File: src/rtl/nibble_seq_adder.sv
// Multi-cycle WIDTH-bit add/subtract sequencer: one nibble per cycle through a
// single 4-bit ripple-carry adder, LSB first, with valid/ready on both sides.
module nibble_seq_adder #(
  parameter int WIDTH = 16
) (
  input  logic             clk,
  input  logic             rst_n,
  input  logic             in_valid,
  output logic             in_ready,
  input  logic [WIDTH-1:0] a,
  input  logic [WIDTH-1:0] b,
  input  logic             cin,
  input  logic             sub,
  output logic             out_valid,
  input  logic             out_ready,
  output logic [WIDTH-1:0] sum,
  output logic             cout,
  output logic             ovf,
  output logic [1:0]       dbg_state
);

  localparam int NIB   = WIDTH / 4;
  localparam int CNT_W = (NIB > 1) ? $clog2(NIB) : 1;

  // Handshake: a transfer happens on a rising edge where valid and ready are
  // both high. in_ready is a pure function of state; out_valid is registered
  // and, once high, holds with stable sum/cout/ovf until out_ready is sampled.
  typedef enum logic [1:0] {
    S_IDLE = 2'd0,
    S_RUN  = 2'd1,
    S_DONE = 2'd2
  } state_t;

  state_t           r_state;
  logic [CNT_W-1:0] r_nib_cnt;
  logic [WIDTH-1:0] r_a;
  logic [WIDTH-1:0] r_b;
  logic             r_c;
  logic             r_msb_a;
  logic             r_msb_b;
  logic [WIDTH-1:0] r_sum;
  logic             r_cout;
  logic             r_ovf;
  logic             r_out_valid;

  logic [WIDTH-1:0] w_b_in;
  logic [3:0]       w_nib_s;
  logic             w_nib_co;
  logic [WIDTH-1:0] w_sum_next;
  logic             w_last;

  // Subtraction is a + ~b + ~cin, so cout=1 means no borrow.
  assign w_b_in     = sub ? ~b : b;
  assign w_sum_next = {w_nib_s, r_sum[WIDTH-1:4]};
  assign w_last     = (r_nib_cnt == CNT_W'(NIB - 1));

  RCA_4bit u_rca (
    .a  (r_a[3:0]),
    .b  (r_b[3:0]),
    .ci (r_c),
    .s  (w_nib_s),
    .co (w_nib_co)
  );

  always_ff @(posedge clk or negedge rst_n) begin
    if (!rst_n) begin
      r_state     <= S_IDLE;
      r_nib_cnt   <= '0;
      r_a         <= '0;
      r_b         <= '0;
      r_c         <= 1'b0;
      r_msb_a     <= 1'b0;
      r_msb_b     <= 1'b0;
      r_sum       <= '0;
      r_cout      <= 1'b0;
      r_ovf       <= 1'b0;
      r_out_valid <= 1'b0;
    end else begin
      case (r_state)
        S_IDLE: begin
          if (in_valid) begin
            r_a       <= a;
            r_b       <= w_b_in;
            r_c       <= cin ^ sub;
            r_msb_a   <= a[WIDTH-1];
            r_msb_b   <= w_b_in[WIDTH-1];
            r_nib_cnt <= '0;
            r_state   <= S_RUN;
          end
        end
        S_RUN: begin
          r_a       <= r_a >> 4;
          r_b       <= r_b >> 4;
          r_sum     <= w_sum_next;
          r_c       <= w_nib_co;
          r_nib_cnt <= r_nib_cnt + CNT_W'(1);
          if (w_last) begin
            r_state     <= S_DONE;
            r_out_valid <= 1'b1;
            r_cout      <= w_nib_co;
            // Signed overflow: same-sign operands produced a different-sign result.
            r_ovf       <= (r_msb_a == r_msb_b) && (w_nib_s[3] != r_msb_a);
          end
        end
        S_DONE: begin
          if (out_ready) begin
            r_out_valid <= 1'b0;
            r_state     <= S_IDLE;
          end
        end
        default: r_state <= S_IDLE;
      endcase
    end
  end

  assign in_ready  = (r_state == S_IDLE);
  assign out_valid = r_out_valid;
  assign sum       = r_sum;
  assign cout      = r_cout;
  assign ovf       = r_ovf;
  assign dbg_state = r_state;

endmodule

// 4-bit ripple-carry adder built from full-adder cells.
module RCA_4bit (
  input  logic [3:0] a,
  input  logic [3:0] b,
  input  logic       ci,
  output logic [3:0] s,
  output logic       co
);

  logic [4:0] w_c;

  assign w_c[0] = ci;

  for (genvar i = 0; i < 4; i++) begin : g_fa
    assign s[i]     = a[i] ^ b[i] ^ w_c[i];
    assign w_c[i+1] = (a[i] & b[i]) | (w_c[i] & (a[i] ^ b[i]));
  end

  assign co = w_c[4];

endmodule

File: config.mk
export PLATFORM = sky130hd
export DESIGN_NAME = nibble_seq_adder
export DESIGN_NICKNAME = d
export VERILOG_FILES = /design/src/rtl/nibble_seq_adder.sv
export SDC_FILE = /design/constraint.sdc
export NUM_CORES = 1
export LEC_CHECK = 0
export BUFFER_PORTS_ARGS = -buffer_cell sky130_fd_sc_hd__buf_2
export CORE_AREA = 2 2 73 75
export CTS_CLUSTER_DIAMETER = 60
export DETAILED_ROUTE_END_ITERATION = 10
export DIE_AREA = 0 0 75 77
export GPL_ROUTABILITY_DRIVEN = 0
export PLACE_DENSITY = 0.81
export SYNTH_ARGS = -nofsm -noshare
export SYNTH_HDL_FRONTEND = slang
export SYNTH_HIERARCHICAL = 1
export SYNTH_SLANG_ARGS = --single-unit
File: constraint.sdc
create_clock -name clk -period 5 [get_ports clk]
set_input_delay 1 -clock clk [delete_from_list [all_inputs] [get_ports clk]]
set_output_delay 1 -clock clk [all_outputs]
set_load 0.02 [all_outputs]
==> results of run 1 <==
## flip-flops by register name, indices dropped and copies added, names as in the netlist
register and flops:
out_valid 1, r_nib_cnt 2, r_msb_a 1, cout 1, r_msb_b 1, r_c 1
ovf 1, sum 16, r_b 16, dbg_state 2, r_a 16
## stage by stage
stage	hold slack (ns)	power, W	setup slack (ns)
2_1_floorplan	0.447	0.00143	2.61
4_1_cts	0.473	0.00206	2.22
5_1_grt	0.494	0.00221	2.13
3_5_place_dp	0.458	0.00165	2.32
3_3_place_gp	0.453	0.00161	2.45
6_report	0.468	0.00205	2.23
## area by class of cell
type,instances,area [sq um]
Clock buffer,14,173
Clock inverter,2,10.0
Fill cell,416,1740
Inverter,12,45.0
Multi-Input combinational cell,195,1160
Sequential cell,58,1450
Tap cell,70,87.6
Timing Repair Buffer,61,310
## routing by layer
metal	track usage, %	vias to the layer above	wire, um	part of all wire [%]
met4	9.64	0	56	0.96
met2	34.6	69	2840	49
met1	30.7	1006	2660	46
met5	0	-	0	0
met3	4.99	6	260	4.5
li1	-	1054	-	-
## critical path: cells and delay by family, from the launching register on
kind	cells	cell delay [ns]
fa+ha+maj	4	1.37
flops	1	0.42
simple gates	1	0.21
compound gates	2	0.25
buf+inv	4	0.38
## worst paths after layout
kind | start | to | slack (ns) | cells past startpoint
setup / recovery | r_a[0]$_DFFE_PN0P_ | ovf$_DFFE_PN0P_ | 2.23 | 11
hold / removal | sum[0]$_DFFE_PN0N_ | sum[0]$_DFFE_PN0N_ | 0.47 | 2
setup reg to reg | r_a[0]$_DFFE_PN0P_ | ovf$_DFFE_PN0P_ | 2.23 | 11
hold reg to reg | sum[0]$_DFFE_PN0N_ | sum[0]$_DFFE_PN0N_ | 0.47 | 2
max in group asynchronous | rst_n | r_nib_cnt[0]$_DFFE_PN0P_ | 3.71 | 2
min in group asynchronous | rst_n | sum[2]$_DFFE_PN0N_ | 0.81 | 2
## cell families (layout without fill, tap and decap cells)
group / Yosys count / count (layout)
fa+ha+maj: 5 / 5
simple gates: 111 / 111
flops: 58 / 58
mux: 2 / 2
buf+inv: 32 / 89
compound gates: 60 / 60
xor+xnor: 17 / 17
## power breakdown
group / internal (W) / switching (W) / total, W
combinational: 0.000307 / 0.000511 / 0.000818
clock: 0.000219 / 0.000173 / 0.000392
sequential: 0.000663 / 0.000172 / 0.000835
total: 0.00119 / 0.000856 / 0.00205
## cells in the mapped netlist
cell / n / area (sq um)
xor2_1: 1 / 8.76
dfrtp_1: 58 / 1450
ha_1: 1 / 12.5
o31ai_1: 1 / 7.51
nand2_1: 68 / 255
buf_4: 1 / 7.51
o21ai_1: 4 / 20.0
o21bai_1: 1 / 7.51
and2b_1: 3 / 22.5
clkbuf_1: 7 / 26.3
o21ai_0: 14 / 70.1
nor2_1: 17 / 63.8
nor3b_1: 1 / 7.51
a22oi_1: 12 / 90.1
nand2b_1: 1 / 6.26
nor2b_1: 11 / 68.8
a221o_1: 6 / 60.1
or3b_1: 1 / 8.76
and3b_1: 1 / 8.76
a21oi_1: 15 / 75.1
inv_1: 12 / 45.0
buf_6: 2 / 22.5
fa_1: 4 / 80.1
buf_2: 8 / 40.0
buf_1: 1 / 3.75
a221o_2: 7 / 78.8
mux2_2: 1 / 11.3
mux2i_1: 1 / 10.0
nand3_1: 8 / 40.0
xnor2_1: 16 / 140
buf_8: 1 / 15.0
==> metrics, run 1 <==
run status=finished clean; first-pass iteration count of the detailed router=4; worst-path cell chain=fa_1 > inv_1 > fa_1 > inv_1 > fa_1 > inv_1 > fa_1 > inv_1 > and3b_1 > a21oi_1 > o21ai_0; clock sinks=58; final core utilization=65.0%; antenna violations before repair=0; clk root buf=clkbuf_8; Synth Net Count=328; DR WL/cell=14.1 um; Yosys warning total=6; mux share of post-synthesis cell area=0.769%; # Post-CTS Setup Buffers=0; FF+latch count, synth=58; Cells after Synth=285; power per cell area=633 nW/um^2; Post-route DRC=0; post-synthesis xor/xnor area fraction=5.38%; Global Route Usage Sum=22.6%; gr ovfl total=0; Slew @ Worst Pin=1.11 ns; Seq/Total Area, Yosys=between 50% and 60%; final hold vios=0; largest net degree at the start of global routing=a little under 60; crit start category=flop; Area after DPL=just over 3000 sq um; setup repair after global routing missed its margin=no; Slew HR=about a quarter; drt total wl=between 5000 and 6000 um; core area=4980 sq um; setup TNS=0 ns; die area=5780 sq um; antenna cells=0; Crit path largest cell delay=approximately 0.44 ns; Compound-Gate Fraction of Synth Area=approximately 15%; crit path max fanout=3; CTS buffer count=9; io pins=60; Die Ht=77 um; synth unique cells=31; fin crit period=2.77 ns; Worst EP required=5.20 ns; Initial DRC Count=157; Final #Nets=380; placed insts=approximately 400; fmax=0.361 GHz; peak supply drop=0.328 mV; WP data arrival=2.97 ns; PostCTS Resize Cnt=0; clock skew=0.00527 ns; CTS tree=built; commonest non-fill, non-tap cell in the layout=nand2_1; final-report max-slew violation count=0; initial core utilization=55.6%; Simple-Gate Fraction of Synth Area=between 10% and 20%; clock slew at reported path FFs=0.06 ns; final setup vio count=0; Area Growth Syn to Fin=16.9%; H-tree depth=3; Synth Area per Inst=just under 10 sq um; Final Non-Filler Cells=412; Antenna Violating Nets Remaining=0; Design Area, Final=3230 sq um; Mapped Area=2770 sq um; vias in the first global route=2076; HPWL Detailed=~3900 um; crit end category=flop; most frequent cells in the layout=nand2_1 (68), buf_2 (59), dfrtp_1 (58); P_leak=1.64 nW; largest family of logic cells by synthesized area=simple AND/OR/NAND/NOR gates; Crit Path Class=reg2reg; Buffers on Ports=a little under 60; Max Cap Viol=0; cts-stage hold buffer count=0; Die X=75 um; via/cell ratio=5.18; Hold WC Path Type=reg2reg; clk buf depth=2; row count=26; Post-Synth Adder-Cell Area=between 3 and 4%; period utilisation layout=55.4%; DR vias=roughly 2100; layout cell share with drive strength beyond 1=24.6%; slowest CP cell=fa_1; first-pass GRT wire length=9840 um; clk_lat worst skew=0.33 ns
Note: power is estimated with default switching activity, not from simulation.
==> run 2, diff against run 1 <==
--- a/config.mk
+++ b/config.mk
@@ -5,13 +5,14 @@
 export SDC_FILE = /design/constraint.sdc
 export NUM_CORES = 1
 export LEC_CHECK = 0
+export ABC_AREA = 1
 export BUFFER_PORTS_ARGS = -buffer_cell sky130_fd_sc_hd__buf_2
-export CORE_AREA = 2 2 73 75
+export CORE_AREA = 2 2 81 83
 export CTS_CLUSTER_DIAMETER = 60
 export DETAILED_ROUTE_END_ITERATION = 10
-export DIE_AREA = 0 0 75 77
+export DIE_AREA = 0 0 83 85
 export GPL_ROUTABILITY_DRIVEN = 0
-export PLACE_DENSITY = 0.81
+export PLACE_DENSITY = 0.74
 export SYNTH_ARGS = -nofsm -noshare
 export SYNTH_HDL_FRONTEND = slang
 export SYNTH_HIERARCHICAL = 1
==> constraint.sdc (replaced) <==
create_clock -name clk -period 2.45 [get_ports clk]
set_input_delay 0.49 -clock clk [delete_from_list [all_inputs] [get_ports clk]]
set_output_delay 0.49 -clock clk [all_outputs]
set_load 0.02 [all_outputs]
==> run 2 against run 1 <==
  * Flip-flop and latch count unchanged
  * Clock-buffer cell count decreased by 4
  * Fmax increased by 21%
  * Cell count increased by 25%
  * Combinational power increased by 120%
  * Clock power increased by 93%
  * Critical path depth increased by 2
  * Wire length decreased by 1.4%
  * Synthesized cell count increased by 32%
  * Clock skew increased by 0.0015 ns
  * Critical endpoint unchanged
==> metrics, run 2 <==
setup TNS=0 ns; R2R Path End=ovf$_DFFE_PN0P_; async set-reset flop share out of synthesis=100%; Synth Area per Inst=slightly below 8 sq um; via/cell ratio=approximately 4.7; final hold slack=roughly 0.3 ns; Seq/Total Area, Yosys=between 40% and 50%; crit path from=r_a[0]$_DFFE_PN0P_; Synth area leader=dfrtp_1; core area=between 6000 and 7000 sq um; PnR worst setup slack=approximately 0.16 ns; Final #Nets=475; Global Route Usage Sum=18.2%; HPWL Detailed=3940 um; Reg2Reg Setup Slack=0.16 ns; peak supply drop=0.616 mV; clk root buf=clkbuf_8; Buffers on Ports=59; vias in the first global route=2379; first-pass iteration count of the detailed router=4; clock sinks=58; layout cell share with drive strength beyond 1=22.9%; WP data arrival=2.52 ns; Synth Net Count=419; row count=29; Crit path largest cell delay=0.42 ns; CTS buffer count=9; fin crit period=2.29 ns; CP top delay family=adder cells; final-report max-slew violation count=0; initial core utilization=47.3%; H-tree depth=3; slowest CP cell=fa_1; total power=0.00426 W; FF+latch count, synth=58; Cells after Synth=376; P_leak=2.01 nW; final hold vios=0; Die Ht=85 um; power per cell area=1250 nW/um^2; crit path max fanout=2; # Post-CTS Setup Buffers=0; commonest cells in the netlist=nand2_1 (208), dfrtp_1 (58), inv_1 (32); Max Cap Viol=0; Mapped Area=2940 sq um; crit end category=flop; setup repair after global routing missed its margin=no; Slew HR=42.5%; Yosys warning total=6; Die X=between 80 and 90 um; antenna cells=0; Post-route DRC=0; crit start category=flop; Area Growth Syn to Fin=16.1%; DR WL/cell=11.2 um; Crit Path Class=reg2reg; area share of the largest cell type after synthesis=49.4%; io pins=60; commonest non-fill, non-tap cell in the layout=nand2_1; final setup vio count=0; Worst EP required=2.67 ns; antenna violations before repair=0; Antenna Violating Nets Remaining=0; worst-case reg-to-reg path depth=13; worst path bufs/invs=5; Hold WC Path Type=in2async; cell with the most instances after synthesis=nand2_1; number of synthesized flops with an enable pin=0; drt total wl=about 5700 um; gr ovfl total=0; pre-CTS setup slack=0.0706 ns; clk buf depth=2; largest net degree at the start of global routing=59; clock skew=0.00682 ns; first-pass GRT wire length=10500 um; synth unique cells=20; Synth Flop Type=dfrtp_1; run status=finished clean; Initial DRC Count=170; clk_lat worst skew=0.33 ns; period utilisation layout=93.6%; worst-path cell chain=fa_2 > inv_2 > fa_1 > inv_1 > fa_2 > inv_2 > fa_1 > inv_2 > inv_1 > nand3_1 > nand2_1 > nand2_1 > nand2_1; top cells by area, synth=dfrtp_1 (49%), nand2_1 (27%), inv_1 (4.1%), nand3_1 (3.1%), nand3_2 (3.1%); Slew @ Worst Pin=0.862 ns; CTS tree=built; RR Startpoint=r_a[0]$_DFFE_PN0P_; fmax=about 0.44 GHz; DR vias=around 2400; most frequent cells in the layout=nand2_1 (208), buf_2 (59), dfrtp_1 (58); die area=7060 sq um; clock slew at reported path FFs=0.07 ns
[run 2: cell types whose count changed after synthesis, sizes merged, moves of 11 or more]
cell	previous run	this run
nor2	17	4
a21oi	15	0
xnor2	16	0
a221o	13	0
inv	12	35
nand3	8	27
nor2b	11	0
a22oi	12	0
nand2	68	210
[run 2: power by group]
group / switching [W] / internal [W]
clock network: 0.000389 / 0.000368
registers: 0.000289 / 0.00137
logic: 0.00120 / 0.000638
total: 0.00188 / 0.00238
[run 2: area by class of cell]
cell class | count | area [sq um]
clock buffer | 10 | 128
clock inverter | 6 | 42.5
fill | 614 | 2800
inverter | 35 | 134
multi-input combinational | 265 | 1220
sequential | 58 | 1450
tap | 77 | 96.3
timing repair buffer | 63 | 338
[run 2: repair_timing]
action / in CTS / in global routing
setup endpoints to repair: 0 / 2
hold buffers: 0 / 0
resized for setup: 0 / 5
[run 2: how the worst max path moves through the flow]
stage	endpoint	slack, ns	depth (start not counted)
floorplan	ovf$_DFFE_PN0P_	0.19	13
global placement	ovf$_DFFE_PN0P_	0.14	13
detailed placement	ovf$_DFFE_PN0P_	0.07	13
CTS	ovf$_DFFE_PN0P_	0.06	13
global route	ovf$_DFFE_PN0P_	0.01	13
finish	ovf$_DFFE_PN0P_	0.16	13
[run 2: cells by family (layout without fill, tap and decap cells)]
family,count (synthesis),after routing,synth area share [%]
AO/OA/AOI/OAI,15,15,3.03
AND/OR/NAND/NOR,241,241,34.0
XOR/XNOR,4,4,1.19
adder cells (fa/ha/maj),5,5,3.15
buffers and inverters,53,114,9.20
flip-flops,58,58,49.4
[run 2: worst register-to-register path: cells and delay by family, from the launching register on]
family | cells | cell delay (ns)
DFF | 1 | 0.40
and+or+nand+nor | 4 | 0.22
buffers and inverters | 5 | 0.28
adders and majority gates | 4 | 1.29
[run 2: per-stage QoR]
| stage | util, % | std cells | cell area (sq um) |
|---|---|---|---|
| global placement | 52.1 | 498 | 3230 |
| finish | 55.0 | 514 | 3410 |
| global route | 55.0 | 514 | 3410 |
| CTS | 54.9 | 514 | 3400 |
| detailed placement | 52.1 | 498 | 3230 |
| floorplan | - | 376 | 2940 |
[run 2: metal layers]
layer	global-route usage (%)	part of all wire, %	wire length, um
met1	23.4	48	2730
met2	30.3	47	2700
met3	3.40	4.0	232
met4	8.05	1.3	77
met5	0	0	0
